File: src/rtl/cmos_pkg.sv
// Shared types and constants for the DVP camera capture front end.
package cmos_pkg;

    localparam int H_PIXELS_DEF    = 640;
    localparam int V_LINES_DEF     = 480;
    localparam int SKIP_FRAMES_DEF = 10;

    typedef enum logic [1:0] {
        S_SKIP = 2'd0,
        S_WAIT = 2'd1,
        S_CAP  = 2'd2
    } cap_state_e;

    // Bits needed to hold 0..max_val, never less than one.
    function automatic int cnt_width(input int max_val);
        return (max_val < 1) ? 1 : $clog2(max_val + 1);
    endfunction

    function automatic logic [4:0] rgb565_r(input logic [15:0] px);
        return px[15:11];
    endfunction

    function automatic logic [5:0] rgb565_g(input logic [15:0] px);
        return px[10:5];
    endfunction

    function automatic logic [4:0] rgb565_b(input logic [15:0] px);
        return px[4:0];
    endfunction

endpackage

File: src/rtl/cmos_byte_pack.sv
// Pairs consecutive camera bytes into 16-bit words; the first byte of a pair is the high byte.
module cmos_byte_pack (
    input  logic        clk,
    input  logic        rst,
    input  logic        clr_i,
    input  logic        en_i,
    input  logic [7:0]  data_i,
    output logic        phase_o,
    output logic [15:0] word_o,
    output logic        word_vld_o
);

    logic       phase_q, phase_d;
    logic [7:0] hi_q, hi_d;

    always_ff @(posedge clk) begin
        if (rst) begin
            phase_q <= 1'b0;
            hi_q    <= '0;
        end else begin
            phase_q <= phase_d;
            hi_q    <= hi_d;
        end
    end

    always_comb begin
        phase_d = phase_q;
        hi_d    = hi_q;
        if (clr_i) begin
            phase_d = 1'b0;
        end else if (en_i) begin
            phase_d = ~phase_q;
            if (!phase_q) begin
                hi_d = data_i;
            end
        end
    end

    assign phase_o    = phase_q;
    assign word_o     = {hi_q, data_i};
    assign word_vld_o = en_i & phase_q & ~clr_i;

endmodule

File: src/rtl/cmos_capture.sv
// DVP camera capture: skips settling frames, packs RGB565 pixels and enforces frame geometry.
module cmos_capture
    import cmos_pkg::*;
#(
    parameter int H_PIXELS    = H_PIXELS_DEF,
    parameter int V_LINES     = V_LINES_DEF,
    parameter int SKIP_FRAMES = SKIP_FRAMES_DEF
) (
    input  logic        clk,
    input  logic        rst,
    input  logic        cmos_vsync,
    input  logic        cmos_href,
    input  logic [7:0]  cmos_data,
    input  logic        cap_en,
    output logic [15:0] dout,
    output logic        dout_vld,
    output logic        dout_sop,
    output logic        dout_eop,
    output logic        frame_err
);

    localparam int CW  = cnt_width(H_PIXELS);
    localparam int RW  = cnt_width(V_LINES);
    localparam int SKW = cnt_width(SKIP_FRAMES);
    localparam logic [SKW-1:0] SKIP_LAST = SKW'((SKIP_FRAMES > 0) ? SKIP_FRAMES - 1 : 0);

    logic        vsync_q, vsync_dly_q, href_q, href_dly_q;
    logic [7:0]  data_q;
    cap_state_e  state_q, state_d;
    logic [SKW-1:0] skip_cnt_q, skip_cnt_d;
    logic [RW-1:0]  row_q, row_d;
    logic [CW-1:0]  col_q, col_d;
    logic        done_q, done_d;
    logic        line_err_q, line_err_d;
    logic        excess_q, excess_d;
    logic [15:0] dout_q, dout_d;
    logic        vld_q, vld_d, sop_q, sop_d, eop_q, eop_d, err_q, err_d;

    logic        vs_rise, href_fall, frame_full;
    logic        pack_clr, pack_en, pack_phase, word_vld;
    logic [15:0] word;

    // vsync history resets high so a vsync already asserted at reset is not a frame boundary.
    always_ff @(posedge clk) begin
        if (rst) begin
            vsync_q     <= 1'b1;
            vsync_dly_q <= 1'b1;
            href_q      <= 1'b0;
            href_dly_q  <= 1'b0;
            data_q      <= '0;
        end else begin
            vsync_q     <= cmos_vsync;
            vsync_dly_q <= vsync_q;
            href_q      <= cmos_href;
            href_dly_q  <= href_q;
            data_q      <= cmos_data;
        end
    end

    assign vs_rise    = vsync_q & ~vsync_dly_q;
    assign href_fall  = href_dly_q & ~href_q;
    assign frame_full = done_q | (row_q >= RW'(V_LINES));
    assign pack_clr   = (state_q != S_CAP) | vs_rise | href_fall;
    assign pack_en    = (state_q == S_CAP) & href_q & ~vs_rise;

    cmos_byte_pack u_pack (
        .clk        (clk),
        .rst        (rst),
        .clr_i      (pack_clr),
        .en_i       (pack_en),
        .data_i     (data_q),
        .phase_o    (pack_phase),
        .word_o     (word),
        .word_vld_o (word_vld)
    );

    always_ff @(posedge clk) begin
        if (rst) begin
            state_q    <= S_SKIP;
            skip_cnt_q <= '0;
            row_q      <= '0;
            col_q      <= '0;
            done_q     <= 1'b0;
            line_err_q <= 1'b0;
            excess_q   <= 1'b0;
            dout_q     <= '0;
            vld_q      <= 1'b0;
            sop_q      <= 1'b0;
            eop_q      <= 1'b0;
            err_q      <= 1'b0;
        end else begin
            state_q    <= state_d;
            skip_cnt_q <= skip_cnt_d;
            row_q      <= row_d;
            col_q      <= col_d;
            done_q     <= done_d;
            line_err_q <= line_err_d;
            excess_q   <= excess_d;
            dout_q     <= dout_d;
            vld_q      <= vld_d;
            sop_q      <= sop_d;
            eop_q      <= eop_d;
            err_q      <= err_d;
        end
    end

    always_comb begin
        state_d    = state_q;
        skip_cnt_d = skip_cnt_q;
        row_d      = row_q;
        col_d      = col_q;
        done_d     = done_q;
        line_err_d = line_err_q;
        excess_d   = excess_q;
        dout_d     = dout_q;
        vld_d      = 1'b0;
        sop_d      = 1'b0;
        eop_d      = 1'b0;
        err_d      = 1'b0;

        case (state_q)
            S_SKIP: begin
                if (SKIP_FRAMES == 0) begin
                    state_d = S_WAIT;
                end else if (vs_rise) begin
                    if (skip_cnt_q == SKIP_LAST) begin
                        state_d    = S_WAIT;
                        skip_cnt_d = '0;
                    end else begin
                        skip_cnt_d = skip_cnt_q + SKW'(1);
                    end
                end
            end

            S_WAIT: begin
                row_d      = '0;
                col_d      = '0;
                done_d     = 1'b0;
                line_err_d = 1'b0;
                excess_d   = 1'b0;
                if (vs_rise && cap_en) begin
                    state_d = S_CAP;
                end
            end

            S_CAP: begin
                if (vs_rise) begin
                    // A frame boundary without a preceding eop means the frame came up short.
                    err_d      = ~done_q;
                    row_d      = '0;
                    col_d      = '0;
                    done_d     = 1'b0;
                    line_err_d = 1'b0;
                    excess_d   = 1'b0;
                    if (!cap_en) begin
                        state_d = S_WAIT;
                    end
                end else begin
                    if (word_vld && !frame_full) begin
                        if (col_q < CW'(H_PIXELS)) begin
                            dout_d = word;
                            vld_d  = 1'b1;
                            sop_d  = (row_q == '0) && (col_q == '0);
                            eop_d  = (row_q == RW'(V_LINES - 1)) && (col_q == CW'(H_PIXELS - 1));
                            col_d  = col_q + CW'(1);
                            done_d = eop_d;
                        end else if (!line_err_q) begin
                            err_d      = 1'b1;
                            line_err_d = 1'b1;
                        end
                    end
                    if (href_q && frame_full && !excess_q) begin
                        err_d    = 1'b1;
                        excess_d = 1'b1;
                    end
                    if (href_fall) begin
                        // Odd trailing byte: a high byte was latched with no partner.
                        if (pack_phase && !frame_full && !line_err_q) begin
                            err_d = 1'b1;
                        end
                        line_err_d = 1'b0;
                        if (col_q != '0) begin
                            row_d = row_q + RW'(1);
                            col_d = '0;
                        end
                    end
                end
            end

            default: state_d = S_SKIP;
        endcase
    end

    assign dout      = dout_q;
    assign dout_vld  = vld_q;
    assign dout_sop  = sop_q;
    assign dout_eop  = eop_q;
    assign frame_err = err_q;

endmodule

File: config.mk
export PLATFORM = sky130hd
export DESIGN_NAME = cmos_capture
export DESIGN_NICKNAME = d
export VERILOG_FILES = /design/src/rtl/cmos_pkg.sv /design/src/rtl/cmos_byte_pack.sv /design/src/rtl/cmos_capture.sv
export SDC_FILE = /design/constraint.sdc
export NUM_CORES = 1
export LEC_CHECK = 0
export BUFFER_PORTS_ARGS = -buffer_cell sky130_fd_sc_hd__buf_2
export CORE_ASPECT_RATIO = 1.4
export CORE_MARGIN = 2
export CORE_UTILIZATION = 50
export CTS_BUF_LIST = sky130_fd_sc_hd__clkbuf_4 sky130_fd_sc_hd__clkbuf_8
export DETAILED_ROUTE_END_ITERATION = 10
export PLACE_DENSITY = 0.71
export SKIP_CTS_REPAIR_TIMING = 1
export SYNTH_ARGS = -nofsm -noshare
export SYNTH_HDL_FRONTEND = slang
export SYNTH_SLANG_ARGS = --single-unit
File: constraint.sdc
create_clock -name clk -period 2.3 [get_ports clk]
set_input_delay 0.23 -clock clk [delete_from_list [all_inputs] [get_ports clk]]
set_output_delay 0.23 -clock clk [all_outputs]
set_load 0.02 [all_outputs]
==> results.yml <==
finish:
  register_area_mm2: 0.001381
  final_common_cell: "dfxtp_1"
  stdcell_count: 428
  fillCellCount: 510
  final_core_util_pct: 59.07
  nNetsFinal: 375
  drive_above_1_share_pct: 18.99
  areaGrowthSynthToFinish_pct: 15.44
  multi_input_area_mm2: 0.001460
  n_antenna_cell: 0
  final_cell_mix: "dfxtp_1 (69), nor2_1 (48), buf_2 (32)"
logic_synthesis:
  ys_warn_count: 0
  synth_compound_area_share_pct: 6.980
  syn_area_per_cell_um2: 9.331
  yosys.area_share.xor_xnor_pct: 5.330
  synth_top_family_by_area: "simple AND/OR/NAND/NOR gates"
  synthFlopType: "dfxtp_1"
  synth_simple_gate_area_share_pct: 25.80
  synth.yosys.seq_area_share_pct: 46.70
  synth_nets: 339
  synthMuxAreaShare_pct: 7.445
  synth_edf_count: 0
  syn_inst: 317
  synth_cell_types: 48
  async_reset_ff_share_pct: 0
  ys_ff_latch: 69
  syn-cell-area_mm2: 0.002958
  synth_adder_area_share_pct: 3.807
sta:
  period_share_pct: 87.78
  tightest_slew_ns: 0.4544
  hold_viol_final: 0
  relSlewSlack_pct: 69.71
  finClkSkew_ns: 0.005139
  fmax_mhz: 495.3
  fin_tns_setup_ns: 0
  rsz0062_at_grt: "no"
  slew_violations: 0
  fin_ws_ns: 0.2810
  setup_violations: 0
  period_minus_slack_ns: 2.019
place:
  place.gp.congestion: 0.8106
  preCtsSetupSlack_ns: 0.3133
  portBuffers: 32
  place_inst: 412
  dp_hpwl_mm: 3.947
route:
  routed_wl_mm: 5.596
  wl_met1_mm: 2.431
  drt_first_pass_iters: 4
  vias_per_cell: 5.227
  top_layer: "met4"
  wl_met3_um: 203
  drtIter0Drc: 160
  drcViolationCount: 0
  wire_per_inst_um: 13.07
  vias: 2237
  drtAntennaViolNets: 0
  routed-wl-met2_mm: 2.847
critical_path:
  path_buf_inv: 2
  crit_fanout: 10
  arrival_ns: 2.29
  start_kind: "register"
  end_kind: "register"
  cp_slowest_cell: "o31a_1"
  path_class: "register to register"
  slowest_delay_ns: 0.43
  cpMostUsedCell: "inv_1"
  path_cells: "inv_1 -> ha_1 -> inv_1 -> o31a_1 -> o21ai_2 -> nand2b_1 -> nor2_1"
  critical-path-top-delay-family: "compound AO/OA/AOI/OAI gates"
  crit_required_ns: 2.57
die:
  die_area_mm2: 0.006556
  core_mm2: 0.005781
  ioPinCount: 33
  dieWidth_um: 69.01
  die_h_um: 95.01
  rows: 33
  start_util_pct: 51.17
status:
  run_status: "completed"
global_route:
  grt_usage_pct: 18.03
  grt_max_degree: 28
  grt_pass1_wl_mm: 9.377
  overflow: 0
  grt_pass1_vias: 2086
  antenna_found_initial: 0
power_and_ir_drop:
  switching_share_pct: 24.91
  peakVddDrop_mv: 0.3964
  clock_power_share_pct: 41.3
  power_density_mw_per_mm2: 767.2
  combPwrFrac_pct: 11.0
  p_int_w: 0.001967
  pwr-share-seq_pct: 47.7
  p_leak_nw: 1.303
  power_switching_w: 0.0006526
clock_tree:
  clock_latency_ns: 0.34
  path_clk_slew_ns: 0.07
  htreeDepth: 3
  cts_buffers: 9
  cts_buffer_depth: 2
  clock-sinks: 69
  cts_tree: "done"
  cts_root_buf: "clkbuf_8"
run:
  drv_cap: 0
min_path:
  worstHoldPathType: "input port to register"
[power groups by stage]
stage               clock [W]  combinational, W  sequential [W]
finish                0.00108          0.000289         0.00125
global route          0.00116          0.000326         0.00125
CTS                   0.00110          0.000289         0.00125
detailed placement          0          0.000286         0.00128
global placement            0          0.000281         0.00127
floorplan                   0          0.000228         0.00127
[cells by family after synthesis]
group | count (synthesis)
compound gates | 31
simple gates | 141
xor+xnor | 18
fa+ha+maj | 9
flops | 69
buf+inv | 27
mux | 22
[routing by layer]
layer	vias up	GRT usage, %
li1	1154	-
met1	1029	20.77
met2	43	31.17
met3	11	3.842
met4	0	9.967
met5	-	0
[area by class of cell]
| cell class | instances | area share [%] |
|---|---|---|
| multi-input combinational | 221 | 42.76 |
| sequential | 69 | 40.45 |
| timing repair buffer | 39 | 6.229 |
| clock buffer | 10 | 4.031 |
| tap | 70 | 2.565 |
| clock inverter | 6 | 2.528 |
| inverter | 13 | 1.429 |
[metrics by stage]
step	hold slack [ns]	total power (W)	instance area, um^2
after floorplan	0.3254	0.001497	2958
after detailed placement	0.4194	0.001563	3191
final	0.07274	0.002620	3415
after global placement	0.4200	0.001556	3191
after CTS	0.06240	0.002640	3415
after global routing	0.06564	0.002734	3415
[synth_stat cells (2+ instances only)]
master,instances,area share [%]
nand2b_1,4,0.85
clkbuf_1,6,0.76
o2111ai_1,2,0.59
nor4_1,8,1.7
a22oi_1,2,0.51
nor4b_1,2,0.59
buf_2,5,0.85
xor2_1,8,2.4
nor2b_1,13,2.7
nand4_2,2,0.85
nor3_1,9,1.5
nand3_1,6,1.0
and3_1,3,0.63
or4_1,2,0.51
or2_2,3,0.63
mux2i_1,22,7.4
o211ai_1,5,1.3
nand2_1,27,3.4
a21oi_1,11,1.9
dfxtp_1,69,47
and4b_1,2,0.68
xnor2_1,10,3.0
ha_1,9,3.8
a31oi_1,4,0.85
nor2_1,48,6.1
inv_1,13,1.6
[flip-flops by register name (all words and copies together), names as in the netlist, 2 cells and up]
signal       flops
col_q           10
data_q           8
dout            16
row_q            9
skip_cnt_q       4
state_q          2
u_pack.hi_q      8
[worst paths after layout]
path                                      from        endpoint  slack [ns]  depth (start not counted)
worst min register to register  u_pack.hi_q[7]  u_pack.hi_q[7]        0.46                          2
worst min-delay path                cmos_vsync         vsync_q        0.07                          2
worst max-delay path                state_q[0]        col_q[3]        0.28                          7
worst max register to register      state_q[0]        col_q[3]        0.28                          7
[worst register-to-register path: stages (launching register included)]
cell and delay, ns:
dfxtp_1 0.35, inv_1 0.10, ha_1 0.38, inv_1 0.10, o31a_1 0.43, o21ai_2 0.13
nand2b_1 0.27, nor2_1 0.19
(Power assumes the default switching activity.)
